--- src/rtl/datapath_sequencer.sv ---
// -----------------------------------------------------------------------------
// datapath_sequencer
//
// Instruction-driven controller for the 16-bit register-file/ALU datapath.
// Instruction words arrive over a valid/ready handshake into a small FIFO.
// Each instruction then runs as a FETCH/EXEC pair. During EXEC the decoded
// datapath control bundle is driven for exactly one cycle. A HALT parks the
// sequencer in HALTED until reset.
//
// Ports
//   CLK          clock; all state updates on the rising edge
//   RST          synchronous, active-high reset
//   INSTR        instruction word: [15:13] op, [12:10] dst, [9:7] srcA,
//                [6:4] srcB, [3:0] ignored
//   INSTR_VALID  source presents a word on INSTR
//   INSTR_READY  FIFO accepts a word this cycle (registered-full based only)
//   IE / OE      datapath input / output enable
//   WE           register-file write enable
//   S            write-back select: 00 ALU, 01 Inport, 10 ALU<<1, 11 ALU>>1
//   Opcode       ALU operation: 0 add, 1 subtract
//   ADDR_WR      register-file write address
//   ADDR_RDA/B   register-file read addresses
//   Done         HALT has executed
//   BUSY         FIFO non-empty or an instruction is executing
//   RETIRED      executed-instruction counter (wraps)
// -----------------------------------------------------------------------------
module datapath_sequencer #(
  parameter int FIFO_DEPTH = 4,
  parameter int CNT_W      = 8
) (
  input  logic             CLK,
  input  logic             RST,
  input  logic [15:0]      INSTR,
  input  logic             INSTR_VALID,
  output logic             INSTR_READY,
  output logic             IE,
  output logic             OE,
  output logic             WE,
  output logic [1:0]       S,
  output logic             Opcode,
  output logic [2:0]       ADDR_WR,
  output logic [2:0]       ADDR_RDA,
  output logic [2:0]       ADDR_RDB,
  output logic             Done,
  output logic             BUSY,
  output logic [CNT_W-1:0] RETIRED
);

  localparam int PTR_W = $clog2(FIFO_DEPTH);
  localparam logic [PTR_W:0] FULL_CNT = (PTR_W+1)'(FIFO_DEPTH);

  typedef enum logic [2:0] {
    OP_NOP  = 3'b000,
    OP_LOAD = 3'b001,
    OP_ADD  = 3'b010,
    OP_SUB  = 3'b011,
    OP_SHL  = 3'b100,
    OP_SHR  = 3'b101,
    OP_OUT  = 3'b110,
    OP_HALT = 3'b111
  } op_e;

  // Only the meaningful 12 bits of an instruction are stored.
  typedef struct packed {
    op_e        op;
    logic [2:0] dst;
    logic [2:0] src_a;
    logic [2:0] src_b;
  } instr_t;

  typedef enum logic [1:0] {
    ST_FETCH  = 2'b00,
    ST_EXEC   = 2'b01,
    ST_HALTED = 2'b10
  } state_e;

  state_e           state_q, state_d;
  instr_t           ir_q, ir_d;
  instr_t           fifo_mem [FIFO_DEPTH];
  logic [PTR_W-1:0] wr_ptr_q, rd_ptr_q;
  logic [PTR_W:0]   cnt_q;
  logic [CNT_W-1:0] retired_q;

  logic full, empty, push, pop;

  // The low nibble of the word has no meaning for this datapath.
  logic unused_instr_bits;
  assign unused_instr_bits = ^INSTR[3:0];

  // ---------------------------------------------------------------------------
  // Instruction FIFO
  // ---------------------------------------------------------------------------
  assign full  = (cnt_q == FULL_CNT);
  assign empty = (cnt_q == '0);

  // Ready depends only on registered occupancy, so a pop in the same cycle
  // never opens a combinational path from the consumer back to the source.
  assign INSTR_READY = !full && !RST;
  assign push        = INSTR_VALID && INSTR_READY;
  assign pop         = (state_q == ST_FETCH) && !empty;

  // NOTE: FIFO storage has no reset; the occupancy count alone decides
  // which entries are valid, so clearing the array would buy nothing.
  always_ff @(posedge CLK) begin
    if (push) begin
      fifo_mem[wr_ptr_q] <= instr_t'(INSTR[15:4]);
    end
  end

  // NOTE: sequential state always uses non-blocking assignment so every
  // register samples pre-edge values regardless of statement order.
  always_ff @(posedge CLK) begin
    if (RST) begin
      wr_ptr_q <= '0;
      rd_ptr_q <= '0;
      cnt_q    <= '0;
    end else begin
      if (push) wr_ptr_q <= wr_ptr_q + 1'b1;
      if (pop)  rd_ptr_q <= rd_ptr_q + 1'b1;
      unique case ({push, pop})
        2'b10:   cnt_q <= cnt_q + 1'b1;
        2'b01:   cnt_q <= cnt_q - 1'b1;
        default: ;
      endcase
    end
  end

  // ---------------------------------------------------------------------------
  // Sequencer FSM
  // ---------------------------------------------------------------------------
  always_ff @(posedge CLK) begin
    if (RST) begin
      state_q <= ST_FETCH;
      ir_q    <= '0;
    end else begin
      state_q <= state_d;
      ir_q    <= ir_d;
    end
  end

  // NOTE: every always_comb output gets a default first so no path through
  // the case statements can leave a signal unassigned and infer a latch.
  always_comb begin
    state_d = state_q;
    ir_d    = ir_q;
    unique case (state_q)
      ST_FETCH: begin
        if (!empty) begin
          ir_d    = fifo_mem[rd_ptr_q];
          state_d = ST_EXEC;
        end
      end
      ST_EXEC:   state_d = (ir_q.op == OP_HALT) ? ST_HALTED : ST_FETCH;
      ST_HALTED: state_d = ST_HALTED;
      default:   state_d = ST_FETCH;
    endcase
  end

  // Retired counter: an instruction counts at the end of its EXEC cycle,
  // unless reset lands on that same edge.
  always_ff @(posedge CLK) begin
    if (RST) begin
      retired_q <= '0;
    end else if (state_q == ST_EXEC) begin
      retired_q <= retired_q + 1'b1;
    end
  end

  // ---------------------------------------------------------------------------
  // Decode: controls are live only during EXEC.
  // ---------------------------------------------------------------------------
  always_comb begin
    IE       = 1'b0;
    OE       = 1'b0;
    WE       = 1'b0;
    S        = 2'b00;
    Opcode   = 1'b0;
    ADDR_WR  = 3'd0;
    ADDR_RDA = 3'd0;
    ADDR_RDB = 3'd0;
    if (state_q == ST_EXEC) begin
      unique case (ir_q.op)
        OP_LOAD: begin
          IE      = 1'b1;
          S       = 2'b01;
          WE      = 1'b1;
          ADDR_WR = ir_q.dst;
        end
        OP_ADD, OP_SUB, OP_SHL, OP_SHR: begin
          WE       = 1'b1;
          ADDR_WR  = ir_q.dst;
          ADDR_RDA = ir_q.src_a;
          ADDR_RDB = ir_q.src_b;
          Opcode   = (ir_q.op == OP_SUB);
          S        = (ir_q.op == OP_SHL) ? 2'b10 :
                     (ir_q.op == OP_SHR) ? 2'b11 : 2'b00;
        end
        OP_OUT: begin
          OE       = 1'b1;
          ADDR_RDA = ir_q.src_a;
        end
        OP_NOP, OP_HALT: ;
        default: ;
      endcase
    end
  end

  assign Done    = (state_q == ST_HALTED);
  assign BUSY    = !empty || (state_q == ST_EXEC);
  assign RETIRED = retired_q;

endmodule

--- config.mk ---
export PLATFORM = sky130hd
export DESIGN_NAME = datapath_sequencer
export DESIGN_NICKNAME = d
export VERILOG_FILES = /design/src/rtl/datapath_sequencer.sv
export SDC_FILE = /design/constraint.sdc
export NUM_CORES = 1
export LEC_CHECK = 0
export CAP_MARGIN = 20
export CELL_PAD_IN_SITES_DETAIL_PLACEMENT = 0
export CELL_PAD_IN_SITES_GLOBAL_PLACEMENT = 1
export CORE_MARGIN = 2
export CORE_UTILIZATION = 44
export DETAILED_ROUTE_END_ITERATION = 10
export PLACE_DENSITY_LB_ADDON = 0.1
export SLEW_MARGIN = 5
export SYNTH_ARGS = -nofsm -noshare
export SYNTH_HDL_FRONTEND = slang
export SYNTH_SLANG_ARGS = --single-unit
--- constraint.sdc ---
create_clock -name CLK -period 2.6 [get_ports CLK]
set_input_delay 0.52 -clock CLK [delete_from_list [all_inputs] [get_ports CLK]]
set_output_delay 0.52 -clock CLK [all_outputs]
set_load 0.01 [all_outputs]
==> results.cfg, run 1 <==
[yosys]
syn_nets = 240
synth-seq-area-share = 0.641
synth-edff-count = 48
synthDistinctLibCells = 37
syn_inst = 214
post_synth_instance_area_sq_um = 3150
postSynthRegisterBits = 77
synth_warn = 0
synthArstFlopShare = 0
postSynthAreaPerCell_sq_um = 14.7
synth_ff_type = sky130_fd_sc_hd__edfxtp_1

[timing]
min_period_over_period = 0.952
final_critical_path_setup_slack_ns = 0.125
worstMarginPinSlew_ns = 0.909
fin_worst_skew_ns = 0.00749
timing.slew.headroom = 0.393
final.setup.tns_ns = 0
number_of_max_slew_violations_in_the_final_report = 0
finalHoldViolations = 0
grt_setup_unrepaired = false
maxClockFrequency_mhz = 404
final.min_clock_period_ns = 2.47
finalSetupViolations = 0

[placement]
place_congestion = 0.662
dp_slack_ns = 0.202
post-dp-hpwl_mm = 3.67
buffer_ports.inserted = 40

[clocking]
post_cts_buffers = 0
worst_setup_hold_path_clk_slew_ns = 0.07
numClockSinks = 77
cts_inserted_buffers = 9
clockRootBuffer = sky130_fd_sc_hd__clkbuf_8
longest_clk_path_bufs = 2
worst_skew_pair.late_latency_ns = 0.34
cts_htree_levels = 3
cts_tree = done

[layout]
num-nets-final = 290
final_layout_size_suffix_gt1_frac = 0.178
layout.cells.most_common = sky130_fd_sc_hd__edfxtp_1
area_growth_syn_to_layout_pct = 25.7
antenna-diode-count = 0
most-common-layout-cells = 48 x sky130_fd_sc_hd__edfxtp_1, 40 x sky130_fd_sc_hd__clkdlybuf4s50_1, 29 x sky130_fd_sc_hd__dfxtp_1

[floorplan]
fp.dieW_um = 88.7
design.core.area_sq_um = 6870
io_pins = 45
floorplan.die_area_sq_um = 7860
die_y_um = 88.7
initial_core_util = 0.459
rows = 30

[setup_path]
cp-start-kind = register
timing.critical_path.fanout_max = 8
r2r-end = cnt_q[2]
critical_path_arrival_ns = 1.95
r2r_cell_count = 9
required_ns = 2.08
timing.critical_path.to_type = primary output
crit_path_start = state_q[1]
timing.critical_path.to = ADDR_RDB[2]
crit-reg2reg-launch = cnt_q[2]
ff2ff_setup_slack_ns = 0.51
critPathKind = register to primary output

[drt]
routed_wire_length_per_instance_um = 15.3
detail_route.wirelength.met1_mm = 2.72
top_signal_layer_used = met4
met2_wirelength_mm = 2.61
detail-route-antenna-nets = 0
firstDrtPassIters = 4
postRouteWirelength_mm = 5.58
first_iter_violations = 124
drt_via_density = 5.01
met3_length_um = 210
detailroute.via_count = 1829
route.detailed.drc = 0

[hold_path]
hold_path_class = register to register

[power_and_ir_drop]
power.switching_fraction = 0.275
combinationalPowerShare = 0.239
switching_power_uw = 1030
power.share.sequential = 0.454
p_leak_uw = 0.00139
power.internal_uw = 2700
pwr-share-clk = 0.307
vdd_ir_drop_max_mv = 0.527
pwr_per_cell_area_nw_per_um2 = 942

[global_route]
grt.overflow.total = 0
antenna_found_initial = 0
gr-usage-all-layers = 0.152
via_count_of_the_first_global_routing_pass = 1743
grt_pass1_wl_mm = 8.77
pin_count_of_the_biggest_net_entering_global_routing = 19

[run_status]
status = finished clean

[job]
cap_viol_max_count = 0
## per-stage QoR
stage,area (sq um),utilization,std cells,hold WS [ns],power [uW]
after floorplan,3150,-,214,0.434,2330
after global placement,3690,0.537,349,0.452,2600
after detailed placement,3690,0.537,349,0.456,2610
after CTS,3960,0.576,365,0.477,3770
after global routing,3960,0.577,365,0.488,3930
final,3960,0.577,365,0.473,3730
## timing repair
item                       in CTS  in global routing
hold buffers                    0                  0
cloned                          0                  0
setup endpoints to repair       3                  5
resized for setup               2                  2
## final cells by class
type | count | area, sq um
Timing Repair Buffer | 51 | 483
Fill cell | 583 | 2910
Clock inverter | 7 | 138
Sequential cell | 77 | 2020
Tap cell | 96 | 120
Multi-Input combinational cell | 117 | 1050
Inverter | 8 | 30.0
Clock buffer | 9 | 124
## cells by family (layout without fill, tap and decap cells)
| logic type | Yosys count | count (layout) | synth area share |
|---|---|---|---|
| compound gates | 29 | 29 | 0.0647 |
| buf+inv | 20 | 75 | 0.0317 |
| mux | 16 | 16 | 0.0992 |
| xor+xnor | 5 | 5 | 0.0139 |
| fa+ha+maj | 7 | 7 | 0.0301 |
| flops | 77 | 77 | 0.641 |
| simple gates | 60 | 60 | 0.119 |
## registers in the layout, indices dropped and copies added (netlist names)
| name | flops |
|---|---|
| RETIRED | 8 |
| state_q | 2 |
| rd_ptr_q | 2 |
| cnt_q | 3 |
| wr_ptr_q | 2 |
| ir_q | 12 |
| fifo_mem | 48 |
## metal layers
layer | track usage | vias up
li1 | - | 903
met1 | 0.215 | 889
met2 | 0.229 | 33
met3 | 0.0448 | 4
met4 | 0.0455 | 0
met5 | 0 | -
## critical path, stage by stage, from the launching register on
cell and delay [ns]:
sky130_fd_sc_hd__dfxtp_1 0.31, sky130_fd_sc_hd__nand2b_2 0.25, sky130_fd_sc_hd__buf_4 0.21, sky130_fd_sc_hd__nor2_2 0.14, sky130_fd_sc_hd__and2_1 0.17, sky130_fd_sc_hd__clkdlybuf4s50_1 0.54
## how the worst min path moves through the flow
stage / from / end / slack, ns / cells past startpoint
2_1_floorplan: ir_q[5] / ir_q[5] / 0.43 / 1
6_report: ir_q[2] / ir_q[2] / 0.47 / 1
5_1_grt: ir_q[3] / ir_q[3] / 0.49 / 1
3_3_place_gp: ir_q[3] / ir_q[3] / 0.45 / 1
4_1_cts: ir_q[2] / ir_q[2] / 0.48 / 1
3_5_place_dp: ir_q[5] / ir_q[5] / 0.46 / 1
## synthesized netlist by cell type (4+ instances only)
library cell	instances	area share
sky130_fd_sc_hd__or3_1	4	0.0079
sky130_fd_sc_hd__a21oi_1	8	0.013
sky130_fd_sc_hd__edfxtp_1	48	0.46
sky130_fd_sc_hd__a22o_1	12	0.033
sky130_fd_sc_hd__inv_1	8	0.0095
sky130_fd_sc_hd__mux4_2	12	0.086
sky130_fd_sc_hd__nor2_1	12	0.014
sky130_fd_sc_hd__nor3b_1	4	0.0095
sky130_fd_sc_hd__and2_1	13	0.026
sky130_fd_sc_hd__nand2_1	4	0.0048
sky130_fd_sc_hd__clkbuf_1	4	0.0048
sky130_fd_sc_hd__o21ai_0	4	0.0063
sky130_fd_sc_hd__xor2_1	4	0.011
sky130_fd_sc_hd__nor3_1	4	0.0063
sky130_fd_sc_hd__buf_2	5	0.0079
sky130_fd_sc_hd__ha_1	6	0.024
sky130_fd_sc_hd__dfxtp_1	29	0.18
## power groups by stage
stage	registers [uW]	logic [uW]	clock network, uW
finish	1690	891	1150
global route	1730	979	1220
CTS	1700	894	1180
detailed placement	1720	889	0
global placement	1720	880	0
floorplan	1590	735	0
Power figures use the tool's default switching activity.
==> run 2: changes to the inputs <==
Settings changed: CELL_PAD_IN_SITES_DETAIL_PLACEMENT 0 to default, CELL_PAD_IN_SITES_GLOBAL_PLACEMENT 1 to default, CORE_UTILIZATION 44 to 45, PLACE_DENSITY from default to 0.68, PLACE_DENSITY_LB_ADDON 0.1 to default.
==> results.cfg, run 2 (synthesized netlist as in run 1, its figures left out) <==
[timing]
finalHoldViolations = 0
grt_setup_unrepaired = false
number_of_max_slew_violations_in_the_final_report = 0
worstMarginPinSlew_ns = 0.885
fin_worst_skew_ns = 0.00877
hold-worst-slack_ns = 0.481
min_period_over_period = 0.946
final.min_clock_period_ns = 2.46
timing.slew.headroom = 0.409
final_critical_path_setup_slack_ns = 0.141
final.setup.tns_ns = 0
finalSetupViolations = 0
maxClockFrequency_mhz = 407

[drt]
drt_via_density = 5.02
detail-route-antenna-nets = 0
routed_wire_length_per_instance_um = 14.9
firstDrtPassIters = 4
detailroute.via_count = 1829
first_iter_violations = 119
postRouteWirelength_mm = 5.42
route.detailed.drc = 0

[placement]
post-dp-hpwl_mm = 3.73
place_congestion = 0.762
dp_slack_ns = 0.186
placement.cell_area_sq_um = 3680
buffer_ports.inserted = 40

[floorplan]
fp.dieW_um = 87.7
rows = 30
design.core.area_sq_um = 6790
floorplan.die_area_sq_um = 7690
initial_core_util = 0.464
die_y_um = 87.7
io_pins = 45

[global_route]
top_usage_layer = met2
grt_pass1_wl_mm = 8.91
antenna_found_initial = 0
gr-usage-all-layers = 0.157
grtUsageMet2 = 0.248
pin_count_of_the_biggest_net_entering_global_routing = 19
grt_util_met3 = 0.0481
grt.overflow.total = 0
use_met1 = 0.208
via_count_of_the_first_global_routing_pass = 1779

[layout]
final_util = 0.569
layout.cell_area.non_filler_sq_um = 3870
area_growth_syn_to_layout_pct = 22.6
antenna-diode-count = 0
largest_reg_flops = 48
max_flop_register = fifo_mem
layout.cells.most_common = sky130_fd_sc_hd__edfxtp_1
most-common-layout-cells = 48 x sky130_fd_sc_hd__edfxtp_1, 40 x sky130_fd_sc_hd__clkdlybuf4s50_1, 28 x sky130_fd_sc_hd__dfxtp_1
final_layout_size_suffix_gt1_frac = 0.175
num-nets-final = 289

[setup_path]
cell_by_cell_listing_of_the_critical_path = nand2b_2, buf_4, nor2_1, and2_1, clkdlybuf4s50_1
timing.critical_path.fanout_max = 8
critical_path_arrival_ns = 1.94
critPathKind = register to primary output
required_ns = 2.08
slowest_stage_cell_on_the_critical_path = sky130_fd_sc_hd__clkdlybuf4s50_1
timing.critical_path.to_type = primary output
cp-start-kind = register
critPathMaxStageDelay_ns = 0.54

[power_and_ir_drop]
vdd_ir_drop_max_mv = 0.443
p_leak_uw = 0.00134
pwr_per_cell_area_nw_per_um2 = 870

[clocking]
longest_clk_path_bufs = 2
worst_skew_pair.late_latency_ns = 0.34
numClockSinks = 77
cts_tree = done
worst_setup_hold_path_clk_slew_ns = 0.08
cts_inserted_buffers = 9
ctsHoldBuffers = 0
post_cts_buffers = 0
cts_htree_levels = 3
cts_resized = 1
clockRootBuffer = sky130_fd_sc_hd__clkbuf_8

[job]
cap_viol_max_count = 0

[run_status]
status = finished clean

[hold_path]
hold_path_class = register to register
==> run 2: cell count changes in the layout (fill, tap and decap cells not counted), sizes merged <==
cell and change:
bufinv -4, clkinvlp +2, inv +2, buf -1
==> run 2: stage by stage <==
step                      std cells  power, uW
after floorplan                 214       2330
after global placement          348       2580
after detailed placement        348       2600
after CTS                       364       3400
after global routing            364       3590
final                           364       3370
==> run 2: metal layers <==
metal / vias up / wire length, um
met5: - / 0
met4: 0 / 52
met3: 5 / 205
met2: 37 / 2540
met1: 879 / 2630
li1: 908 / -
==> run 2: critical path: cells and delay by family (launching register included) <==
family	cells	cell delay [ns]
buf+inv	2	0.74
flops	1	0.31
simple gates	3	0.56
==> run 2: area by class of cell <==
cell class	count	area [sq um]
repair buffers	50	475
inverters	8	30.0
fillers	569	2930
well taps	96	120
flip-flops and latches	77	2020
clock inverters	7	50.0
clock buffers	9	124
multi-input cells	117	1040
==> run 2: path summary, 6_finish.rpt <==
| check | from | endpoint | slack (ns) | cells after the start |
|---|---|---|---|---|
| min reg2reg | ir_q[7] | ir_q[7] | 0.48 | 1 |
| min | ir_q[7] | ir_q[7] | 0.48 | 1 |
| max reg2reg | cnt_q[2] | cnt_q[2] | 0.49 | 9 |
| max | state_q[1] | ADDR_RDB[1] | 0.14 | 5 |
==> run 2: power breakdown <==
group / internal (uW) / switching, uW / total [uW]
Sequential: 1490 / 202 / 1690
Combinational: 483 / 400 / 882
Clock: 349 / 445 / 794
==> variant 1 (settings of run 1) <==
`FIFO_DEPTH`: 4 -> 8.
--- a/src/rtl/datapath_sequencer.sv
+++ b/src/rtl/datapath_sequencer.sv
@@ -25,7 +25,7 @@
 //   RETIRED      executed-instruction counter (wraps)
 // -----------------------------------------------------------------------------
 module datapath_sequencer #(
-  parameter int FIFO_DEPTH = 4,
+  parameter int FIFO_DEPTH = 8,
   parameter int CNT_W      = 8
 ) (
   input  logic             CLK,
Behaviour: not the same (Yosys sat finds a counterexample within 10 cycles, from zero or initial values and one cycle with RST high).
==> variant 1 against run 1 <==
The flow now finishes with violations (design-rule violations); setup slack got worse by 0.051 ns; sequential cell count increased by 51; clock skew increased by 0.0051 ns; via count increased by 60%; sequential power increased by 52%; routed wire length increased by 88%; critical path depth decreased by 1; worst hold slack improved by 0.016 ns; area after synthesis increased by 66%; power increased by 82%; cell area increased by 66%.
==> variant 1: results (changes against run 1) <==
[metrics] total instance count after detailed placement: 522 (was 349)
[metrics] dpl hpwl: 6842 um (was 3672 um)
[metrics] number of flip-flops in the largest register: 96 (was 48)
[metrics] nets in the synthesized netlist: 354 (was 240)
[metrics] RR Startpoint: cnt_q[1] (was cnt_q[2])
[metrics] fraction of layout instances using a drive strength above 1: 22.87% (was 17.84%)
[metrics] Residual DRC: 3 (was 0)
[metrics] Initial DRT Pass Iterations: 7 (was 4)
[metrics] Leakage: 2.317 nW (was 1.394 nW)
[metrics] number of library cell types mapped by synthesis: 41 (was 37)
[metrics] first-iteration detailed-routing DRC count: 153 (was 124)
[metrics] Filler Cell Count: 943 (was 583)
[metrics] status: finished, violations left (was completed)
[metrics] worst reg-to-reg path cell count: 6 (was 9)
[metrics] number of enable flip-flop cells after synthesis: 96 (was 48)
[metrics] worst slack, placed: -0.2631 ns (was 0.2019 ns)
[metrics] GPL Wtd Cong: 0.7013 (was 0.6624)
[metrics] Seq/Total Area, Yosys: 67.40% (was 64.10%)
[metrics] drt total wl: 10,470 um (was 5576 um)
[metrics] violated checks: design-rule violations
[metrics] cell depth of the worst hold path: 2 (was 1)
[metrics] dpl cell area: 5959 um2 (was 3687 um2)
[metrics] top post-synthesis cells by count: sky130_fd_sc_hd__edfxtp_1, sky130_fd_sc_hd__nor2_1, sky130_fd_sc_hd__dfxtp_1, sky130_fd_sc_hd__nor3_1, sky130_fd_sc_hd__mux4_2 (was sky130_fd_sc_hd__edfxtp_1, sky130_fd_sc_hd__dfxtp_1, sky130_fd_sc_hd__and2_1)
[metrics] clock tree skew after final layout: 0.01259 ns (was 0.007495 ns)
[metrics] cells taking the most area after synthesis: sky130_fd_sc_hd__edfxtp_1, sky130_fd_sc_hd__dfxtp_1, sky130_fd_sc_hd__mux4_2 (unchanged)
[metrics] relative slew slack: 67.88% (was 39.34%)
## variant 1: changes by cell type in the layout (fill, tap and decap cells not counted), sizes merged, moves of 7 or more
cell,delta
a22o,-12
buf,+18
clkbuf,+9
edfxtp,+48
mux4,+12
nand2,+7
nor2,+23
nor3,+15
o22ai,+12
## variant 1: power by group
part	internal (mW)	switching [mW]	total [mW]	leakage (nW)
Clock	1.40	0.848	2.25	0.263
Combinational	0.988	0.996	1.98	0.923
Sequential	2.40	0.175	2.57	1.13
## variant 1: timing repair
action | 4_1_cts | 5_1_grt
buffers inserted | 0 | 0
gates resized for setup | 7 | 9
setup endpoints to repair | 10 | 9
## variant 1: worst paths after layout
kind / end / slack, ns
worst max-delay path: INSTR_READY / 0.07
worst min-delay path: ir_q[3] / 0.49
worst max register to register: cnt_q[3] / 0.14
worst min register to register: ir_q[3] / 0.49
## variant 1: cells by family (layout without fill, tap and decap cells)
| logic type | Yosys count | after routing | synth area share, % |
|---|---|---|---|
| DFF | 128 | 128 | 67.40 |
| adders and majority gates | 7 | 7 | 1.675 |
| xor gates and xnor gates | 14 | 14 | 2.346 |
| and+or+nand+nor | 105 | 105 | 10.53 |
| AOI/OAI and AO/OA | 25 | 25 | 2.920 |
| buffers and inverters | 22 | 105 | 3.470 |
| muxes | 27 | 27 | 11.66 |
## variant 1: critical path, cell delays in order (launching register included)
cell and delay, ns:
sky130_fd_sc_hd__dfxtp_1 0.38, sky130_fd_sc_hd__nor4b_1 0.49, sky130_fd_sc_hd__buf_4 0.20, sky130_fd_sc_hd__nor2_1 0.05
sky130_fd_sc_hd__clkdlybuf4s50_1 0.49
## variant 1: final cells by class
| class | count | area (um2) | area share [%] |
|---|---|---|---|
| clock buffer | 18 | 429.2 | 6.532 |
| clock inverter | 14 | 140.1 | 2.133 |
| inverter | 4 | 15.01 | 0.2285 |
| multi-input combinational | 178 | 1588 | 24.17 |
| sequential | 128 | 3530 | 53.72 |
| tap | 143 | 178.9 | 2.723 |
| timing repair buffer | 69 | 689.4 | 10.49 |
## variant 1: routing by layer
metal / up-vias / share of wire, % / global-route usage, %
met1: 1433 / 42 / 21.88
met3: 11 / 5.4 / 4.285
met2: 64 / 52 / 30.14
met5: - / 0 / 0
li1: 1411 / - / -
met4: 0 / 1.2 / 6.098
==> variant 2 (flow settings as in run 1) <==
Made on the original files. Make the reset (`RST`) asynchronous in 3 clocked blocks. Comments in the files are not updated.
--- a/src/rtl/datapath_sequencer.sv
+++ b/src/rtl/datapath_sequencer.sv
@@ -109,7 +109,7 @@
 
   // NOTE: sequential state always uses non-blocking assignment so every
   // register samples pre-edge values regardless of statement order.
-  always_ff @(posedge CLK) begin
+  always_ff @(posedge CLK or posedge RST) begin
     if (RST) begin
       wr_ptr_q <= '0;
       rd_ptr_q <= '0;
@@ -128,7 +128,7 @@
   // ---------------------------------------------------------------------------
   // Sequencer FSM
   // ---------------------------------------------------------------------------
-  always_ff @(posedge CLK) begin
+  always_ff @(posedge CLK or posedge RST) begin
     if (RST) begin
       state_q <= ST_FETCH;
       ir_q    <= '0;
@@ -158,7 +158,7 @@
 
   // Retired counter: an instruction counts at the end of its EXEC cycle,
   // unless reset lands on that same edge.
-  always_ff @(posedge CLK) begin
+  always_ff @(posedge CLK or posedge RST) begin
     if (RST) begin
       retired_q <= '0;
     end else if (state_q == ST_EXEC) begin
Check against the original RTL: differs if RST is asserted again (counterexample within 4 cycles, from zero or initial values and one cycle with RST high); with RST held inactive, the same outputs for 10 cycles.
==> variant 2 against run 1 <==
Cell area rose by 2.2%; clock skew rose by 0.0033 ns; setup slack worse by 0.020 ns; power increased by 23%; clock power fell by 20%; routed wire length shrank 0.50%; register-to-register slack better by 0.11 ns; sequential cell count stayed put; area after synthesis up 2.8%; critical endpoint is now ADDR_WR[2].
==> variant 2: results (changes against run 1) <==
[metrics] nets in the synthesized netlist: 216 (was 240)
[metrics] vias in the first global route: 1,844 (was 1,743)
[metrics] area fraction in compound gates after synthesis: 0.9259% (was 6.466%)
[metrics] total instance count after detailed placement: 332 (was 349)
[metrics] WL met1: 2369 um (was 2721 um)
[metrics] global routing met3 resource utilization: 4.107% (was 4.478%)
[metrics] cells taking the most area after synthesis: sky130_fd_sc_hd__edfxtp_1, sky130_fd_sc_hd__dfrtp_1, sky130_fd_sc_hd__mux4_2 (was sky130_fd_sc_hd__edfxtp_1, sky130_fd_sc_hd__dfxtp_1, sky130_fd_sc_hd__mux4_2)
[metrics] ys async rst share: 37.66% (was 0%)
[metrics] met2 usage in global routing: 26.07% (was 22.93%)
[metrics] status: completed (unchanged)
[metrics] Comb power frac: 38.2% (was 23.9%)
[metrics] average cell area after synthesis: 17.07 um2 (was 14.74 um2)
[metrics] top post-synthesis cells by count: sky130_fd_sc_hd__edfxtp_1, sky130_fd_sc_hd__dfrtp_1, sky130_fd_sc_hd__and2_1, sky130_fd_sc_hd__xnor2_1 (was sky130_fd_sc_hd__edfxtp_1, sky130_fd_sc_hd__dfxtp_1, sky130_fd_sc_hd__and2_1)
[metrics] Clock transition at path regs: 0.09 ns (was 0.07 ns)
[metrics] pin count of the biggest net entering global routing: 30 (was 19)
[metrics] reg2reg end: cnt_q[2] (unchanged)
[metrics] critical-path maximum fanout: 3 (was 8)
[metrics] Sequential Power Share: 41.7% (was 45.4%)
[metrics] Total Routing Usage GR: 15.15% (was 15.22%)
[metrics] mux cell area share after synthesis: 14.54% (was 9.917%)
[metrics] Pwr Total: 4.578 mW (was 3.732 mW)
[metrics] GPL Wtd Cong: 0.7680 (was 0.6624)
[metrics] Detail Route met2 WL: 2881 um (was 2607 um)
[metrics] met3 layer wire length in the routed design: 252 um (was 210 um)
[metrics] launch point of the critical path: state_q[1] (unchanged)
[metrics] total via count after detailed routing: 1,720 (was 1,829)
-- variant 2: cell types whose count changed in the layout (fill, tap and decap cells not counted), sizes merged, moves of 9 or more --
cell	run 1	this run
a22o	12	0
dfrtp	0	29
dfxtp	29	0
mux2	2	13
xnor2	1	10
-- variant 2: worst reg2reg max path, stage by stage, from the launching register on --
cell and delay [ns]:
sky130_fd_sc_hd__dfrtp_1 0.45, sky130_fd_sc_hd__nor3_2 0.11, sky130_fd_sc_hd__nor3_4 0.22, sky130_fd_sc_hd__ha_1 0.21
sky130_fd_sc_hd__inv_1 0.06, sky130_fd_sc_hd__fa_1 0.37, sky130_fd_sc_hd__xor2_1 0.16, sky130_fd_sc_hd__nor2_1 0.15
sky130_fd_sc_hd__xor2_1 0.18
-- variant 2: area by class of cell --
type                            count  area share [%]
Clock buffer                        9           3.058
Clock inverter                      7           2.008
Inverter                            8          0.7414
Multi-Input combinational cell     98           24.96
Sequential cell                    77           53.60
Tap cell                           99           3.058
Timing Repair Buffer               54           12.57
